[src/rtl/program_loader.sv]
// ============================================================================
// Module   : program_loader
// Purpose  : Streams host program bytes into RAM while holding the CPU in
//            reset. Optional macro LOADER_CHECKSUM_EN treats the last byte
//            as a checksum.
// Revision : 1.0 - initial release
// ============================================================================
`default_nettype none

module program_loader #(
  parameter int DATA_WIDTH = 8,
  parameter int ADDR_WIDTH = 4
) (
  input  logic                  clk,
  input  logic                  reset,
  input  logic                  start,
  input  logic [DATA_WIDTH-1:0] in_data,
  input  logic                  in_valid,
  input  logic                  in_last,
  output logic                  in_ready,
  output logic                  ram_we,
  output logic [ADDR_WIDTH-1:0] ram_addr,
  output logic [DATA_WIDTH-1:0] ram_wdata,
  output logic                  cpu_hold,
  output logic                  done,
  output logic                  error,
  output logic [ADDR_WIDTH:0]   byte_count
);

  typedef enum logic [1:0] {
    IDLE  = 2'd0,
    LOAD  = 2'd1,
    FLUSH = 2'd2,
    DONE  = 2'd3
  } state_t;

  localparam logic [ADDR_WIDTH:0] LAST_ADDR = {1'b0, {ADDR_WIDTH{1'b1}}};

  state_t                  state_q, state_d;
  logic                    we_q, we_d;
  logic [ADDR_WIDTH-1:0]   addr_q, addr_d;
  logic [DATA_WIDTH-1:0]   wdata_q, wdata_d;
  logic [ADDR_WIDTH:0]     count_q, count_d;
  logic                    error_q, error_d;
  logic                    w_hs;
  logic                    w_data_byte;
`ifdef LOADER_CHECKSUM_EN
  logic [7:0]              sum_q, sum_d;
`endif

  assign w_hs = in_valid && (state_q == LOAD);

`ifdef LOADER_CHECKSUM_EN
  assign w_data_byte = !in_last;
`else
  assign w_data_byte = 1'b1;
`endif

  always_ff @(posedge clk) begin
    if (!reset) begin
      state_q <= IDLE;
      we_q    <= 1'b0;
      addr_q  <= '0;
      wdata_q <= '0;
      count_q <= '0;
      error_q <= 1'b0;
`ifdef LOADER_CHECKSUM_EN
      sum_q   <= '0;
`endif
    end else begin
      state_q <= state_d;
      we_q    <= we_d;
      addr_q  <= addr_d;
      wdata_q <= wdata_d;
      count_q <= count_d;
      error_q <= error_d;
`ifdef LOADER_CHECKSUM_EN
      sum_q   <= sum_d;
`endif
    end
  end

  always_comb begin
    state_d = state_q;
    we_d    = 1'b0;
    addr_d  = addr_q;
    wdata_d = wdata_q;
    count_d = count_q;
    error_d = error_q;
`ifdef LOADER_CHECKSUM_EN
    sum_d   = sum_q;
`endif
    case (state_q)
      IDLE, DONE: begin
        if (start) begin
          state_d = LOAD;
          addr_d  = '0;
          count_d = '0;
          error_d = 1'b0;
`ifdef LOADER_CHECKSUM_EN
          sum_d   = '0;
`endif
        end
      end
      LOAD: begin
        if (w_hs) begin
          // The byte count doubles as the next session address.
          if (w_data_byte) begin
            we_d    = 1'b1;
            addr_d  = count_q[ADDR_WIDTH-1:0];
            wdata_d = in_data;
            count_d = count_q + 1'b1;
          end
`ifdef LOADER_CHECKSUM_EN
          sum_d = sum_q + 8'(in_data);
`endif
          if (in_last) begin
            state_d = FLUSH;
`ifdef LOADER_CHECKSUM_EN
            if (sum_d != 8'd0) error_d = 1'b1;
`endif
          end else if (count_q == LAST_ADDR) begin
            state_d = FLUSH;
            error_d = 1'b1;
          end
        end
      end
      FLUSH:   state_d = DONE;
      default: state_d = IDLE;
    endcase
  end

  assign in_ready   = (state_q == LOAD);
  assign cpu_hold   = (state_q == LOAD) || (state_q == FLUSH);
  assign done       = (state_q == DONE);
  assign error      = error_q;
  assign ram_we     = we_q;
  assign ram_addr   = addr_q;
  assign ram_wdata  = wdata_q;
  assign byte_count = count_q;

endmodule

`default_nettype wire

[config.mk]
export PLATFORM = sky130hd
export DESIGN_NAME = program_loader
export DESIGN_NICKNAME = d
export VERILOG_FILES = /design/src/rtl/program_loader.sv
export SDC_FILE = /design/constraint.sdc
export NUM_CORES = 1
export LEC_CHECK = 0
export CAP_MARGIN = 40
export CORE_ASPECT_RATIO = 0.7
export CORE_MARGIN = 4
export CORE_UTILIZATION = 46
export DETAILED_ROUTE_END_ITERATION = 12
export GPL_TIMING_DRIVEN = 0
export HOLD_SLACK_MARGIN = 0.08
export PLACE_DENSITY_LB_ADDON = 0.08
export SLEW_MARGIN = 10
export SYNTH_ARGS = -nofsm -noshare
export SYNTH_HDL_FRONTEND = slang
export SYNTH_SLANG_ARGS = --single-unit
[constraint.sdc]
create_clock -name clk -period 3.84 [get_ports clk]
set_clock_uncertainty 0.15 [all_clocks]
set_input_delay 0.768 -clock clk [delete_from_list [all_inputs] [get_ports clk]]
set_output_delay 0.768 -clock clk [all_outputs]
set_load 0.02 [all_outputs]
[Word level (Yosys, flattened, before mapping)]
Index checks and enable logic that the tools add are counted.
Word-level totals
  bits in registers: 21
  input bits: 13
  output and inout bits: 22
Operators by class
  add/sub/neg operators: 1
  equality and inequality tests: 9
  multiplexer cells: 17
  reductions and logical operators: 10
Operator list (count)
  5-bit 2-to-1 mux: 2
  5-bit one-hot mux with 2 select lines: 1
  2-bit 2-to-1 mux: 4
  4-bit 2-to-1 mux: 2
  4-bit one-hot mux with 2 select lines: 1
  2-bit one-hot mux with 3 select lines: 1
  3-bit AND reduction: 2
  5-bit by 1-bit adder with 5-bit output, second input constant: 1
  5-bit by 4-bit equality test with 1-bit output, second input constant: 1
  1-bit 2-to-1 mux: 5
  5-bit AND reduction: 1
  2-bit equality test, second input constant: 2
  2-bit by 1-bit inequality test with 1-bit output, second input constant: 2
  2-bit inequality test, second input constant: 2
  2-bit AND reduction: 2
  3-bit by 2-bit inequality test with 1-bit output, second input constant: 1
  2-bit by 1-bit equality test with 1-bit output, second input constant: 1
  2-bit logical NOT: 1
  1-bit one-hot mux with 2 select lines: 1
  2-bit nonzero test: 1
  2-bit OR reduction: 1
  1-bit logical AND: 1
  1-bit logical OR: 1

[Depth between registers and ports, before layout]
Gate-level depths: netlist (run 1).
  depth after elaboration: 5
  mapped depth: 8

[Worst setup path after synthesis (run 1)]
No wires, ideal clock.
  path kind: reg-to-reg
  start point: register state_q[1]
  end point: register count_q[2] (netlist: byte_count[2])
  library setup time: 0.076 ns
  arrival: 1.542 ns
  path slack: 2.072 ns
  stages on the path, launching flop included: 7
  path buffers: 1
  period minus slack after synthesis: 1.768 ns
  path through: dfxtp_1 > inv_1 > ha_1 > buf_6 > mux2i_1 > or4_1 > a31oi_1
On the way
  word-level cells in the longest chain between the ends: 4
  elaborated cells on any way between the ends: 10
Ends and longest elaborated chain
  start: declaration: line 39  | state_t state_q, state_d;
  start signal: assignment: line 71  | state_q <= state_d;
  2-bit by 1-bit equality test with 1-bit output (*)
  net in_ready: line 20  | output logic in_ready,
  1-bit logical AND: line 51  | assign w_hs = in_valid && (state_q == LOAD);
  2-bit by 1-bit inequality test with 1-bit output (no line)
  3-bit AND reduction (no line)
  end signal: assignment: line 75  | count_q <= count_d;
  end: declaration: line 43  | logic [ADDR_WIDTH:0] count_q, count_d;
The timed path passes the listed nets; every way through them passes the cells marked *.
A chain may end at the register's enable or synchronous reset.

[Worst setup path after layout (run 1)]
  start point: register state_q[1]
  end point: output cpu_hold
On the way
  word-level cells in the longest chain between the ends: 2
  elaborated cells on any way between the ends: 3
Ends and longest elaborated chain
  2-bit by 1-bit equality test with 1-bit output or 2-bit equality test (tied branches): line 134  | assign cpu_hold = (state_q == LOAD) || (state_q == FLUSH);
  1-bit logical OR (*): line 134
  end: declaration: line 24  | output logic cpu_hold,
Every way passes the cells marked *; elsewhere a longest branch is shown, timed or not.

==> impl_metrics.json, run 1 <==
{
  "gp_congestion": 0.8288,
  "cts_resized": 0,
  "cts_buffers": 3,
  "hold_viol_final": 0,
  "ys_ff_latch": 21,
  "post-place-ws_ps": 1505,
  "syn_avg_cell_area_um2": 8.232,
  "start_util_pct": 49.31,
  "yosys-top-cells-area": "dfxtp_1 45%, nand2_1 8.8%, a21oi_1 8.5%",
  "muxShareOfSynthArea_pct": 2.133,
  "ant_nets": 0,
  "yosysTopAreaCellShare_pct": 44.80,
  "crit_arrival_ps": 1760,
  "ir_worst_vdd_uv": 373.0,
  "num_vias": 911,
  "synth_cells": 114,
  "endpoint_kind": "output pin",
  "cap_violations": 0,
  "gr-total-overflow": 0,
  "rows": 13,
  "max-clock-path-buffers": 2,
  "synth_compound_area_share_pct": 18.13,
  "fmax_ghz": 0.3741,
  "die_h_um": 45.79,
  "grt_max_degree": 12,
  "crit_family": "buffers and inverters",
  "path_max_fanout": 5,
  "placed_cells": 169,
  "cts-root-buf": "clkbuf_4",
  "dieArea_mm2": 0.002838,
  "die_w_um": 61.99,
  "finalSetupViolCount": 0,
  "track_usage_pct": 18.79,
  "rsz0062_at_grt": "false",
  "drt-total-wl_um": 2456,
  "drv_slew": 0,
  "crit_buf_inv": 3,
  "path_common_cell": "inv_1",
  "io-pin-count": 35,
  "synth_adder_area_share_pct": 6.667,
  "syn2layout_area_growth_pct": 40.93,
  "layout_common_cells": "33 x clkdlybuf4s50_1, 22 x nand2_1, 21 x dfxtp_1, 16 x a21oi_1, 9 x o21ai_0",
  "cts.clk_slew.worst_paths_ps": 110,
  "rr_endpoint": "ram_addr[0]",
  "drt_first_pass_iters": 4,
  "crit_chain": "inv_1 > ha_1 > inv_1 > clkdlybuf4s50_1",
  "grt_pass1_wl_um": 3774,
  "clk_latency_ps": 300,
  "synth.largest_area_cell": "dfxtp_1",
  "cts.sinks": 21,
  "synth_xor_area_share_pct": 0,
  "tns_ps": 0,
  "hpwl_um": 1765,
  "reg2reg_slack_ps": 1910,
  "syn-num-nets": 132,
  "antenna_found_initial": 0,
  "path_class": "reg2out",
  "r2r-start": "state_q[1]",
  "slowest_stage": "clkdlybuf4s50_1",
  "slew_headroom_pct": 69.71,
  "grt_pass1_vias": 825,
  "layout_min_cycle_time_ps": 2673,
  "port_buffers": 33,
  "status": "finished clean",
  "critPathLaunchType": "register",
  "hold_start": "ram_wdata[4]",
  "yosysWarnings": 0,
  "cpPeakStageDelay_ps": 590,
  "yosys.area_share.simple_pct": 22.13,
  "fill_cells": 176,
  "postLayoutSetupSlackWorst_ps": 1167,
  "drtIter0Drc": 18,
  "p_leak_nw": 0.4732,
  "fin_crit_sh_pct": 69.61,
  "htreeDepth": 1,
  "diodes": 0,
  "final_common_cell": "clkdlybuf4s50_1",
  "dpl_cell_area_mm2": 0.001296,
  "whs_path_depth": 2,
  "nets": 170,
  "synth_top_family_by_area": "simple AND/OR/NAND/NOR gates",
  "design_area_mm2": 0.001323,
  "layout-drive-gt1-share_pct": 5.298,
  "worst_r2r_path_depth": 6,
  "hold_buffers": 0,
  "design.core.area_mm2": 0.001903,
  "postCtsSetupBuffers": 0,
  "ys_seq_area_share_pct": 44.80,
  "drc": 0,
  "critPathRequiredTime_ps": 2920,
  "hold_class": "reg2reg",
  "vias_per_cell": 5.266,
  "p_per_area_mw_per_mm2": 504.5,
  "syn_area_um2": 938.4,
  "wl_per_cell_um": 14.20,
  "synth_cell_types": 26,
  "cts_tree": "yes",
  "fin_cells": 173,
  "min_to": "ram_wdata[4]",
  "worst_pin_slew_ps": 454.3
}
-- tightest hold or removal path, stage by stage, from the launching register on --
cell     delay (ps)
dfxtp_1         320
nand2_1          50
a21oi_1          50
-- flip-flops by register name, indices dropped and copies added (netlist names) --
signal / cells
byte_count: 5
error: 1
ram_addr: 4
ram_wdata: 8
ram_we: 1
state_q: 2
-- cell type report --
cell class / count / area [um2] / share of cell area [%]
Clock buffer: 4 / 26.28 / 1.987
Multi-Input combinational cell: 81 / 460.4 / 34.82
Buffer: 8 / 42.54 / 3.217
Tap cell: 22 / 27.53 / 2.081
Timing Repair Buffer: 33 / 330.3 / 24.98
Inverter: 4 / 15.01 / 1.135
Sequential cell: 21 / 420.4 / 31.79
-- per-layer routing --
metal / part of all wire (%) / wire length [um] / global-route usage [%]
met1: 46 / 1129 / 24.27
met2: 45 / 1106 / 28.72
met3: 7.7 / 188 / 6.232
met4: 1.3 / 31 / 7.627
met5: 0 / 0 / 0
-- cell usage after synthesis --
master,instances
nor2b_1,1
dfxtp_1,21
nand2b_1,3
buf_6,1
nand2_1,22
buf_2,4
nand4_1,1
inv_1,3
or4_1,2
ha_1,5
a211oi_1,2
o21bai_1,1
mux2i_1,2
or3_1,2
a31oi_1,1
nand3b_1,2
a21oi_1,16
o211ai_1,1
and2_1,1
nor2_1,1
o21ai_0,9
clkinv_1,1
clkbuf_1,3
nand3_1,7
and3_1,1
o32ai_1,1
-- stage by stage --
step	util, %	hold slack (ps)	power [W]
finish	69.49	309.0	0.0006672
global route	69.49	337.9	0.0007086
CTS	69.49	312.5	0.0006691
detailed placement	68.11	297.2	0.0005624
global placement	68.11	290.5	0.0005529
floorplan	-	298.5	0.0004494
-- worst max path at each step --
stage | startpoint | to | cells after the start
2_1_floorplan | state_q[1] | byte_count[2] | 6
3_3_place_gp | in_valid | byte_count[4] | 5
3_5_place_dp | state_q[1] | cpu_hold | 4
4_1_cts | state_q[1] | cpu_hold | 4
5_1_grt | state_q[1] | cpu_hold | 4
6_report | state_q[1] | cpu_hold | 4
-- logic make-up (layout without fill, tap and decap cells) --
kind of cell | after synthesis | count (layout)
simple gates | 43 | 43
buf+inv | 12 | 49
flops | 21 | 21
mux | 2 | 2
compound gates | 31 | 31
fa+ha+maj | 5 | 5
-- power breakdown --
group	leakage, nW	internal (W)	total (W)	switching [W]
clock network	0.0150	0.0000406	0.000106	0.0000656
logic	0.288	0.000124	0.000302	0.000178
registers	0.170	0.000241	0.000259	0.0000179
total	0.473	0.000406	0.000667	0.000261
Note: power is estimated with default switching activity, not from simulation.
==> inputs of run 2 (changes only) <==
--- a/config.mk
+++ b/config.mk
@@ -8,7 +8,7 @@
 export CAP_MARGIN = 40
 export CORE_ASPECT_RATIO = 0.7
 export CORE_MARGIN = 4
-export CORE_UTILIZATION = 46
+export CORE_UTILIZATION = 38
 export DETAILED_ROUTE_END_ITERATION = 12
 export GPL_TIMING_DRIVEN = 0
 export HOLD_SLACK_MARGIN = 0.08
==> constraint.sdc (replaced) <==
create_clock -name clk -period 2.4 [get_ports clk]
set_clock_uncertainty 0.15 [all_clocks]
set_input_delay 0.48 -clock clk [delete_from_list [all_inputs] [get_ports clk]]
set_output_delay 0.48 -clock clk [all_outputs]
set_load 0.02 [all_outputs]
==> run 2 against run 1 <==
  * Count of clock-buffer cells in the layout decreased by 1
  * Non-clock buffer count unchanged
  * Routed wire length decreased by 7.0%
  * Flip-flop and latch count unchanged
  * Cell count increased by 5.8%
  * Via count decreased by 0.33%
  * First-iteration DRC count increased by 140%
  * Critical path type unchanged
==> impl_metrics.json, run 2 (synthesis gave the netlist of run 1 again) <==
{
  "cap_violations": 0,
  "endpoint_kind": "output pin",
  "htreeDepth": 1,
  "track_usage_pct": 14.92,
  "finalSetupViolCount": 0,
  "seqCellArea_um2": 420.4,
  "diodes": 0,
  "final_common_cell": "clkdlybuf4s50_1",
  "drv_slew": 0,
  "met1_length_um": 1110,
  "drt-total-wl_um": 2283,
  "path_class": "reg2out",
  "hpwl_um": 1724,
  "cts.clk_slew.worst_paths_ps": 120,
  "grt_pass1_wl_um": 3801,
  "layout_common_cells": "32 x clkdlybuf4s50_1, 22 x nand2_1, 21 x dfxtp_1, 16 x a21oi_1, 9 x o21ai_0",
  "cts_tree": "yes",
  "start_util_pct": 41.85,
  "highest_layer": "met4",
  "rsz0062_at_grt": "false",
  "grt_pass1_vias": 812,
  "port_buffers": 33,
  "hold_buffers": 0,
  "worst_pin_slew_ps": 473.2,
  "syn2layout_area_growth_pct": 42.67,
  "tns_ps": 0,
  "num_vias": 908,
  "hold_viol_final": 0,
  "fmax_ghz": 0.4632,
  "vias_per_cell": 4.962,
  "hold_class": "reg2reg",
  "nets": 170,
  "drc": 0,
  "drtIter0Drc": 43,
  "wl_met3_um": 142,
  "crit_arrival_ps": 1530,
  "design.core.area_mm2": 0.002242,
  "rows": 14,
  "cts.sinks": 21,
  "fill_cells": 221,
  "fin_util_pct": 59.71,
  "wl_per_cell_um": 12.48,
  "critPathRequiredTime_ps": 1770,
  "route.met2.wl_um": 1004,
  "fin_cells": 183,
  "status": "finished clean",
  "crit_path_start": "state_q[0]",
  "fin_crit_sh_pct": 89.95,
  "drt_first_pass_iters": 4,
  "io-pin-count": 35,
  "critPathLaunchType": "register",
  "die_w_um": 67.40,
  "multi_input_area_um2": 460.4,
  "die_h_um": 49.58,
  "layout-drive-gt1-share_pct": 5.960,
  "gr-total-overflow": 0,
  "ant_nets": 0,
  "p_leak_nw": 0.4877,
  "antenna_found_initial": 0,
  "ir_worst_vdd_uv": 381.0,
  "max-clock-path-buffers": 2,
  "slew_headroom_pct": 68.45,
  "worst_hold_slack_ps": 309.9,
  "hold_start": "ram_wdata[3]",
  "path_max_fanout": 4,
  "gp_congestion": 0.7668,
  "largest_reg_flops": 8,
  "dpl_cell_area_mm2": 0.001309,
  "dieArea_mm2": 0.003341,
  "design_area_mm2": 0.001339,
  "layout_min_cycle_time_ps": 2159,
  "cts-root-buf": "clkbuf_4",
  "cts_buffers": 3,
  "grt_max_degree": 13,
  "r2r-start": "state_q[1]",
  "clk_latency_ps": 300,
  "p_per_area_mw_per_mm2": 783.4,
  "placed_cells": 179
}
==> run 2: cell count changes in the layout (fill, tap and decap cells not counted), sizes merged <==
| cell | change |
|---|---|
| clkinv | +1 |
| clkdlybuf4s50 | -1 |
| clkbuf | -1 |
| dlymetal6s2s | +1 |
==> run 2: final cells by class <==
cell class                 count  share of cell area, %
inverter                       4                  1.121
sequential                    21                  31.40
timing repair buffer          33                  24.86
clock inverter                 1                 0.3738
multi-input combinational     81                  34.39
buffer                         8                  3.178
clock buffer                   3                  1.682
tap                           32                  2.991
==> run 2: final timing paths <==
path | to | slack [ps] | cells after the start
max | in_ready | 240 | 2
min | ram_wdata[3] | 310 | 2
max reg2reg | byte_count[2] | 500 | 6
min reg2reg | ram_wdata[3] | 310 | 2
==> run 2: per-stage QoR <==
| step | setup slack, ps | power, W |
|---|---|---|
| 5_1_grt | 146.2 | 0.001129 |
| 3_3_place_gp | 329.8 | 0.0008867 |
| 6_report | 241.2 | 0.001049 |
| 2_1_floorplan | 632.2 | 0.0007191 |
| 3_5_place_dp | 283.8 | 0.0008899 |
| 4_1_cts | 0.9136 | 0.001064 |
==> run 2: what timing repair did <==
item,in CTS,in global routing
resized for setup,0,1
endpoints found under the setup margin,0,1
hold endpoints to repair,0,0
buffers inserted,0,0
==> run 2: layer usage <==
layer  vias up  global-route usage, %
met5         -                      0
met4         0                  4.714
met3         4                  6.364
met2        24                  20.88
met1       411                  20.39
li1        469                      -
==> run 2: worst max-delay path, stage by stage, from the launching register on <==
cell and delay, ps:
dfxtp_1 400, ha_1 210, clkdlybuf4s50_1 610
==> run 2: power breakdown <==
| group | switching, W | total, W | internal [W] | leakage [nW] |
|---|---|---|---|---|
| logic | 0.000271 | 0.000467 | 0.000196 | 0.300 |
| registers | 0.0000267 | 0.000413 | 0.000386 | 0.170 |
| clock network | 0.000107 | 0.000169 | 0.0000622 | 0.0177 |
